===== config.mk =====
export PLATFORM = sky130hd
export DESIGN_NAME = hazard_ctrl_flat
export DESIGN_NICKNAME = d
export VERILOG_FILES = /design/src/rtl/hazard_ctrl_pkg.sv /design/src/rtl/hazard_ctrl_if.sv /design/src/rtl/hazard_ctrl_md_busy_counter.sv /design/src/rtl/hazard_ctrl.sv /design/src/flat_wrapper.sv
export SDC_FILE = /design/constraint.sdc
export NUM_CORES = 1
export LEC_CHECK = 0
export BUFFER_PORTS_ARGS = -buffer_cell sky130_fd_sc_hd__buf_2
export CAP_MARGIN = 25
export CORE_ASPECT_RATIO = 1.2
export CORE_UTILIZATION = 40
export DETAILED_ROUTE_END_ITERATION = 6
export MAX_ROUTING_LAYER = met4
export PLACE_DENSITY = 0.65
export SLEW_MARGIN = 15
export SYNTH_ARGS = -nofsm -noshare
export SYNTH_HDL_FRONTEND = slang
export SYNTH_SLANG_ARGS = --single-unit

===== constraint.sdc =====
create_clock -name clk -period 4.6 [get_ports clk]
set_input_delay 0.23 -clock clk [delete_from_list [all_inputs] [get_ports clk]]
set_output_delay 0.23 -clock clk [all_outputs]
set_load 0.005 [all_outputs]

===== src/rtl/hazard_ctrl_pkg.sv =====
// hazard_ctrl_pkg
// Shared types and constants for the decode-stage hazard controller.
//   REG_W           : architectural register-number width
//   TUSE_NONE       : Tuse encoding for "operand not read by this instruction"
//   *_DEF           : default MDU latencies and countdown width
package hazard_ctrl_pkg;

  localparam int REG_W = 5;

  typedef logic [REG_W-1:0] reg_num_t;
  typedef logic [1:0]       timing_t;   // Tuse / Tnew in cycles

  localparam timing_t TUSE_NONE = 2'd3;

  localparam int MULT_CYCLES_DEF = 5;
  localparam int DIV_CYCLES_DEF  = 10;
  localparam int CNT_W_DEF       = 4;

  // Number of register source operands checked in decode (rs, rt).
  localparam int NUM_SRC = 2;

endpackage


===== src/rtl/hazard_ctrl_if.sv =====
// hazard_ctrl_if
// Bundle of decode/execute/memory hazard inputs and pipeline control outputs.
//   Inputs to the controller : D_rs/D_rt + Tuse, D_is_md, E/M destination + Tnew,
//                              E_md_start/E_md_div, CP0 req
//   Outputs from controller  : pc_en, fd_stall, de_flush, md_busy, stall_cycles
//   modport slave  : the hazard controller
//   modport master : the pipeline side that drives the requests
interface hazard_ctrl_if;
  import hazard_ctrl_pkg::*;

  reg_num_t    D_rs;
  reg_num_t    D_rt;
  timing_t     D_tuse_rs;
  timing_t     D_tuse_rt;
  logic        D_is_md;
  reg_num_t    E_a3;
  reg_num_t    M_a3;
  timing_t     E_tnew;
  timing_t     M_tnew;
  logic        E_md_start;
  logic        E_md_div;
  logic        req;

  logic        pc_en;
  logic        fd_stall;
  logic        de_flush;
  logic        md_busy;
  logic [31:0] stall_cycles;

  modport slave (
    input  D_rs, D_rt, D_tuse_rs, D_tuse_rt, D_is_md,
    input  E_a3, M_a3, E_tnew, M_tnew, E_md_start, E_md_div, req,
    output pc_en, fd_stall, de_flush, md_busy, stall_cycles
  );

  modport master (
    output D_rs, D_rt, D_tuse_rs, D_tuse_rt, D_is_md,
    output E_a3, M_a3, E_tnew, M_tnew, E_md_start, E_md_div, req,
    input  pc_en, fd_stall, de_flush, md_busy, stall_cycles
  );

endinterface


===== src/rtl/hazard_ctrl_md_busy_counter.sv =====
// md_busy_counter
// Models multiply/divide unit occupancy as a down-counter loaded on issue.
//   clk, reset : clock, synchronous active-high reset
//   start      : MDU operation issued from E this cycle
//   div        : 1 = divide latency, 0 = multiply latency (valid with start)
//   req        : CP0 exception/interrupt this cycle; suppresses a same-cycle
//                start but never aborts a count already running
//   busy       : countdown nonzero (straight from the register)
module md_busy_counter
  import hazard_ctrl_pkg::*;
#(
  parameter int MULT_CYCLES = MULT_CYCLES_DEF,
  parameter int DIV_CYCLES  = DIV_CYCLES_DEF,
  parameter int CNT_W       = CNT_W_DEF
) (
  input  logic clk,
  input  logic reset,
  input  logic start,
  input  logic div,
  input  logic req,
  output logic busy
);

  generate
    if (DIV_CYCLES >= (1 << CNT_W) || MULT_CYCLES >= (1 << CNT_W)) begin : g_bad_width
      $error("md_busy_counter: CNT_W too narrow for the configured latencies");
    end
  endgenerate

  logic [CNT_W-1:0] cnt_q;
  logic [CNT_W-1:0] cnt_d;

  // A start reloads even if a count is running; the decode-side MDU stall
  // normally makes that impossible, so reload is the simple defined choice.
  always_comb begin
    cnt_d = cnt_q;
    if (start && !req) begin
      cnt_d = div ? CNT_W'(DIV_CYCLES) : CNT_W'(MULT_CYCLES);
    end else if (cnt_q != '0) begin
      cnt_d = cnt_q - CNT_W'(1);
    end
  end

  always_ff @(posedge clk) begin
    if (reset) begin
      cnt_q <= '0;
    end else begin
      cnt_q <= cnt_d;
    end
  end

  assign busy = (cnt_q != '0);

endmodule


===== src/rtl/hazard_ctrl.sv =====
// hazard_ctrl
// Decode-stage hazard controller for the five-stage pipeline. Produces the
// F/D hold, D/E bubble and PC enable from RAW (Tuse/Tnew) hazards and MDU
// occupancy; a CP0 request overrides every stall. Also counts stalled cycles.
//   clk, reset : clock, synchronous active-high reset
//   bus        : hazard_ctrl_if.slave (see interface for the signal list)
module hazard_ctrl
  import hazard_ctrl_pkg::*;
#(
  parameter int MULT_CYCLES = MULT_CYCLES_DEF,
  parameter int DIV_CYCLES  = DIV_CYCLES_DEF,
  parameter int CNT_W       = CNT_W_DEF
) (
  input  logic          clk,
  input  logic          reset,
  hazard_ctrl_if.slave  bus
);

  // ------------------------------------------------------------------
  // RAW hazards: rs and rt go through identical compare logic.
  // A stall is needed when the consumer needs the value sooner than the
  // producer can forward it (Tuse < Tnew). $zero never creates a hazard.
  // ------------------------------------------------------------------
  reg_num_t        src_reg  [NUM_SRC];
  timing_t         src_tuse [NUM_SRC];
  logic [NUM_SRC-1:0] src_hazard;

  assign src_reg[0]  = bus.D_rs;
  assign src_reg[1]  = bus.D_rt;
  assign src_tuse[0] = bus.D_tuse_rs;
  assign src_tuse[1] = bus.D_tuse_rt;

  genvar gi;
  generate
    for (gi = 0; gi < NUM_SRC; gi++) begin : g_src
      logic hit_e;
      logic hit_m;
      assign hit_e = (src_reg[gi] == bus.E_a3) && (src_tuse[gi] < bus.E_tnew);
      assign hit_m = (src_reg[gi] == bus.M_a3) && (src_tuse[gi] < bus.M_tnew);
      assign src_hazard[gi] = (src_reg[gi] != '0) && (src_tuse[gi] != TUSE_NONE)
                              && (hit_e || hit_m);
    end
  endgenerate

  // ------------------------------------------------------------------
  // MDU occupancy
  // ------------------------------------------------------------------
  logic md_busy;

  md_busy_counter #(
    .MULT_CYCLES (MULT_CYCLES),
    .DIV_CYCLES  (DIV_CYCLES),
    .CNT_W       (CNT_W)
  ) u_md_busy_counter (
    .clk   (clk),
    .reset (reset),
    .start (bus.E_md_start),
    .div   (bus.E_md_div),
    .req   (bus.req),
    .busy  (md_busy)
  );

  // An HI/LO user in D also waits during the issue cycle itself, before the
  // countdown register has been loaded.
  logic md_stall;
  assign md_stall = bus.D_is_md && (md_busy || bus.E_md_start);

  logic stall;
  assign stall = (|src_hazard) || md_stall;

  // ------------------------------------------------------------------
  // Pipeline controls: a CP0 request wins so the handler PC is loaded.
  // ------------------------------------------------------------------
  always_comb begin
    bus.pc_en    = 1'b1;
    bus.fd_stall = 1'b0;
    bus.de_flush = 1'b0;
    if (!bus.req) begin
      bus.pc_en    = !stall;
      bus.fd_stall = stall;
      bus.de_flush = stall;
    end
  end

  assign bus.md_busy = md_busy;

  // ------------------------------------------------------------------
  // Saturating stall-cycle counter
  // ------------------------------------------------------------------
  logic [31:0] stall_cycles_q;
  logic [31:0] stall_cycles_d;

  always_comb begin
    stall_cycles_d = stall_cycles_q;
    if (stall && !bus.req && (stall_cycles_q != 32'hFFFF_FFFF)) begin
      stall_cycles_d = stall_cycles_q + 32'd1;
    end
  end

  always_ff @(posedge clk) begin
    if (reset) begin
      stall_cycles_q <= '0;
    end else begin
      stall_cycles_q <= stall_cycles_d;
    end
  end

  assign bus.stall_cycles = stall_cycles_q;

endmodule

===== src/flat_wrapper.sv =====
// flat-port wrapper written by rule: the top's interface ports become plain ports
module hazard_ctrl_flat import hazard_ctrl_pkg::*;
#(
  parameter int MULT_CYCLES = MULT_CYCLES_DEF,
  parameter int DIV_CYCLES  = DIV_CYCLES_DEF,
  parameter int CNT_W       = CNT_W_DEF
)
  (clk, reset, bus_D_rs, bus_D_rt, bus_D_tuse_rs, bus_D_tuse_rt, bus_D_is_md, bus_E_a3, bus_M_a3, bus_E_tnew, bus_M_tnew, bus_E_md_start, bus_E_md_div, bus_req, bus_pc_en, bus_fd_stall, bus_de_flush, bus_md_busy, bus_stall_cycles);
  hazard_ctrl_if bus_i ();
  input  logic clk;
  input  logic reset;
  input wire logic [$bits(bus_i.D_rs)-1:0] bus_D_rs;
  input wire logic [$bits(bus_i.D_rt)-1:0] bus_D_rt;
  input wire logic [$bits(bus_i.D_tuse_rs)-1:0] bus_D_tuse_rs;
  input wire logic [$bits(bus_i.D_tuse_rt)-1:0] bus_D_tuse_rt;
  input wire logic [$bits(bus_i.D_is_md)-1:0] bus_D_is_md;
  input wire logic [$bits(bus_i.E_a3)-1:0] bus_E_a3;
  input wire logic [$bits(bus_i.M_a3)-1:0] bus_M_a3;
  input wire logic [$bits(bus_i.E_tnew)-1:0] bus_E_tnew;
  input wire logic [$bits(bus_i.M_tnew)-1:0] bus_M_tnew;
  input wire logic [$bits(bus_i.E_md_start)-1:0] bus_E_md_start;
  input wire logic [$bits(bus_i.E_md_div)-1:0] bus_E_md_div;
  input wire logic [$bits(bus_i.req)-1:0] bus_req;
  output wire logic [$bits(bus_i.pc_en)-1:0] bus_pc_en;
  output wire logic [$bits(bus_i.fd_stall)-1:0] bus_fd_stall;
  output wire logic [$bits(bus_i.de_flush)-1:0] bus_de_flush;
  output wire logic [$bits(bus_i.md_busy)-1:0] bus_md_busy;
  output wire logic [$bits(bus_i.stall_cycles)-1:0] bus_stall_cycles;
  assign bus_i.D_rs = bus_D_rs;
  assign bus_i.D_rt = bus_D_rt;
  assign bus_i.D_tuse_rs = bus_D_tuse_rs;
  assign bus_i.D_tuse_rt = bus_D_tuse_rt;
  assign bus_i.D_is_md = bus_D_is_md;
  assign bus_i.E_a3 = bus_E_a3;
  assign bus_i.M_a3 = bus_M_a3;
  assign bus_i.E_tnew = bus_E_tnew;
  assign bus_i.M_tnew = bus_M_tnew;
  assign bus_i.E_md_start = bus_E_md_start;
  assign bus_i.E_md_div = bus_E_md_div;
  assign bus_i.req = bus_req;
  assign bus_pc_en = bus_i.pc_en;
  assign bus_fd_stall = bus_i.fd_stall;
  assign bus_de_flush = bus_i.de_flush;
  assign bus_md_busy = bus_i.md_busy;
  assign bus_stall_cycles = bus_i.stall_cycles;
  hazard_ctrl #(.MULT_CYCLES(MULT_CYCLES), .DIV_CYCLES(DIV_CYCLES), .CNT_W(CNT_W)) u_core (.clk(clk), .reset(reset), .bus(bus_i));
endmodule

==> results.sh <==
export IMPL_fillerInstances=529
export IMPL_clkPwrFrac=0.298
export IMPL_clk_latency_ps=280
export IMPL_grt_pass1_wl_um=9590
export IMPL_cts_setup_buffers=0
export IMPL_p_leak_nw=1.12
export IMPL_critPathBufInv=1
export IMPL_synth_nets=319
export IMPL_cp_depth=8
export IMPL_synth_top_family_by_area="simple AND/OR/NAND/NOR gates"
export IMPL_skew_ps=2.38
export IMPL_rows=29
export IMPL_setup_tns_ps=0
export IMPL_die_y_um=84.0
export IMPL_critPathLaunchType="register"
export IMPL_grt_max_degree=45
export IMPL_crit_fanout=11
export IMPL_required_ps=4750
export IMPL_htree_levels=2
export IMPL_arrival_ps=2740
export IMPL_drv_cap=0
export IMPL_crit_chain="nand4_2 -> or4_1 -> and2b_1 -> nor2_1 -> o21ai_1 -> buf_4 -> xnor2_1 -> nor2_1"
export IMPL_die_area_um2=5900
export IMPL_status="finished clean"
export IMPL_post_cts_resized=0
export IMPL_vdd_drop_max_mv=0.116
export IMPL_p_comb_frac=0.254
export IMPL_avgSynthCellArea_um2=8.06
export IMPL_cp_endpoint="u_core.bus.stall_cycles[7]"
export IMPL_via_per_inst=5.52
export IMPL_crit_type="reg2reg"
export IMPL_r2r_end="u_core.bus.stall_cycles[7]"
export IMPL_setup_slack_ps=2000
export IMPL_finalCritPeriodShare=0.564
export IMPL_cts_tree="built"
export IMPL_endpoint_kind="register"
export IMPL_max_slew_worst_pin_slew_ps=768
export IMPL_synth_cells=278
export IMPL_portBuffers=69
export IMPL_slowest_delay_ps=720
export IMPL_drc=0
export IMPL_synth_adder_area_share=0.0391
export IMPL_synthSimpleGateAreaFrac=0.282
export IMPL_drive_above_1_share=0.266
export IMPL_yosys_warnings=0
export IMPL_fin_hold_ws_ps=259
export IMPL_synth_area_um2=2240
export IMPL_via_count=2252
export IMPL_p_int_uw=539
export IMPL_holdCritPathClass="in2reg"
export IMPL_synth_mux_area_frac=0.0313
export IMPL_pre_cts_slack_ps=1920
export IMPL_rsz0062_at_grt="false"
export IMPL_antenna_found_initial=0
export IMPL_ys_seq_area_frac=0.322
export IMPL_reg2regPathDepth=8
export IMPL_period_minus_slack_ps=2600
export IMPL_grt_pass1_vias=2213
export IMPL_path_common_cell="nor2_1"
export IMPL_antennaDiodeCount=0
export IMPL_wirelength_um=5500
export IMPL_synth_ff_type="dfxtp_1"
export IMPL_area_delta_synth_final_pct=21.3
export IMPL_crit_start="u_core.bus.stall_cycles[9]"
export IMPL_synth_compound_area_frac=0.164
export IMPL_setup_viol=0
export IMPL_max_freq_mhz=385
export IMPL_sequentialPowerShare=0.448
export IMPL_swShare=0.306
export IMPL_p_switching_uw=238
export IMPL_final_common_cell="buf_2"
export IMPL_cts_hold_buf=0
export IMPL_max_slew_margin=0.488
export IMPL_initial_core_util=0.420
export IMPL_clock_path_buffers=2
export IMPL_final_cell_mix="buf_2 (69), dfxtp_1 (36), nor2_1 (28)"
export IMPL_ant_nets=0
export IMPL_drt_first_pass_iters=4
export IMPL_crit_family="simple AND/OR/NAND/NOR gates"
export IMPL_coreArea_um2=5330
export IMPL_gp_congestion=0.839
export IMPL_dp_hpwl_um=4180
export IMPL_crit_slowest_cell="or4_1"
export IMPL_die_width_um=70.3
export IMPL_synth_edf_count=0
export IMPL_nNetsFinal=386
export IMPL_cts_buffers=5
export IMPL_clk_pin_slew_ps=70
export IMPL_grt_ovfl_total=0
export IMPL_dpl_cell_count=400
export IMPL_ys_seq_elements=36
export IMPL_fin_cells=408
export IMPL_cts_sinks=36
export IMPL_cellPowerDensity_nw_per_um2=286
export IMPL_cts_root_buf="clkbuf_8"
export IMPL_wl_per_cell_um=13.5
export IMPL_synthDistinctLibCells=44
export IMPL_hold_violations=0
export IMPL_drv_slew=0
export IMPL_rrSetupSlack_ps=2000
export IMPL_r2r_start="u_core.bus.stall_cycles[9]"
export IMPL_synth_xor_area_share=0.117
export IMPL_pin_count=70
export IMPL_drt_iter0_markers=99
export IMPL_grt_total_usage=0.202
export IMPL_ys_async_sr_fraction=0
## layer usage
layer	global-route usage	vias to the layer above	share of wire
met4	0.0709	0	0.014
li1	-	1138	-
met5	-	-	0
met2	0.350	57	0.49
met1	0.232	1049	0.46
met3	0.0326	8	0.041
## kinds of logic (layout without fill, tap and decap cells)
| group | count (synthesis) | in the layout |
|---|---|---|
| buf+inv | 24 | 92 |
| fa+ha+maj | 7 | 7 |
| mux | 6 | 6 |
| xor+xnor | 30 | 30 |
| flops | 36 | 36 |
| simple gates | 115 | 115 |
| compound gates | 60 | 60 |
## flip-flops by register name, indices dropped and copies added (netlist names)
name	flops
u_core.u_md_busy_counter.cnt_q	4
u_core.bus.stall_cycles	32
## worst min path at each step
stage,startpoint,to,cells after the start
after floorplan,bus_E_md_start,u_core.u_md_busy_counter.cnt_q[3],2
after global placement,u_core.bus.stall_cycles[19],u_core.bus.stall_cycles[19],2
final,bus_E_md_div,u_core.u_md_busy_counter.cnt_q[3],3
after global routing,bus_E_md_div,u_core.u_md_busy_counter.cnt_q[3],3
after CTS,bus_E_md_div,u_core.u_md_busy_counter.cnt_q[3],3
after detailed placement,u_core.bus.stall_cycles[19],u_core.bus.stall_cycles[19],2
## cell usage after synthesis, types with 5 or more instances
cell type	instances	area, um^2
nand2_1	13	48.8
nand3_1	12	60.1
nor2_1	28	105
or4_1	10	75.1
o21ai_0	20	100
dfxtp_1	36	721
nor4_1	9	56.3
inv_1	14	52.6
ha_1	7	87.6
a21oi_1	20	100
or3_1	15	93.8
xor2_1	23	201
nor2b_1	5	31.3
xnor2_1	7	61.3
nand4_1	9	56.3
## per-stage QoR
step                       util  power, mW  instance area, um^2
after detailed placement  0.492      0.551                 2620
after floorplan               -      0.491                 2240
after global routing      0.509      0.830                 2720
after global placement    0.491      0.551                 2620
final                     0.509      0.777                 2720
after CTS                 0.509      0.785                 2720
## power by group through the flow
stage               Clock (mW)  Sequential (mW)  Combinational, mW
floorplan                    0            0.351              0.139
global placement             0            0.356              0.195
detailed placement           0            0.355              0.196
CTS                      0.240            0.348              0.197
global route             0.251            0.351              0.228
finish                   0.231            0.348              0.197
## worst register-to-register path: cells and delay by family (launching register included)
family                 cells  cell delay (ps)
buffers and inverters      1              280
AND/OR/NAND/NOR            5             1290
XOR/XNOR                   1              130
flip-flops                 1              420
AO/OA/AOI/OAI              1              340
## area by class of cell
type	instances	area (um^2)	area share
Multi-Input combinational cell	218	1420	0.523
Clock buffer	6	82.6	0.0304
Timing Repair Buffer	70	353	0.130
Inverter	14	52.6	0.0193
Tap cell	62	77.6	0.0286
Clock inverter	2	10.0	0.00368
Sequential cell	36	721	0.265
Power figures use the tool's default switching activity.
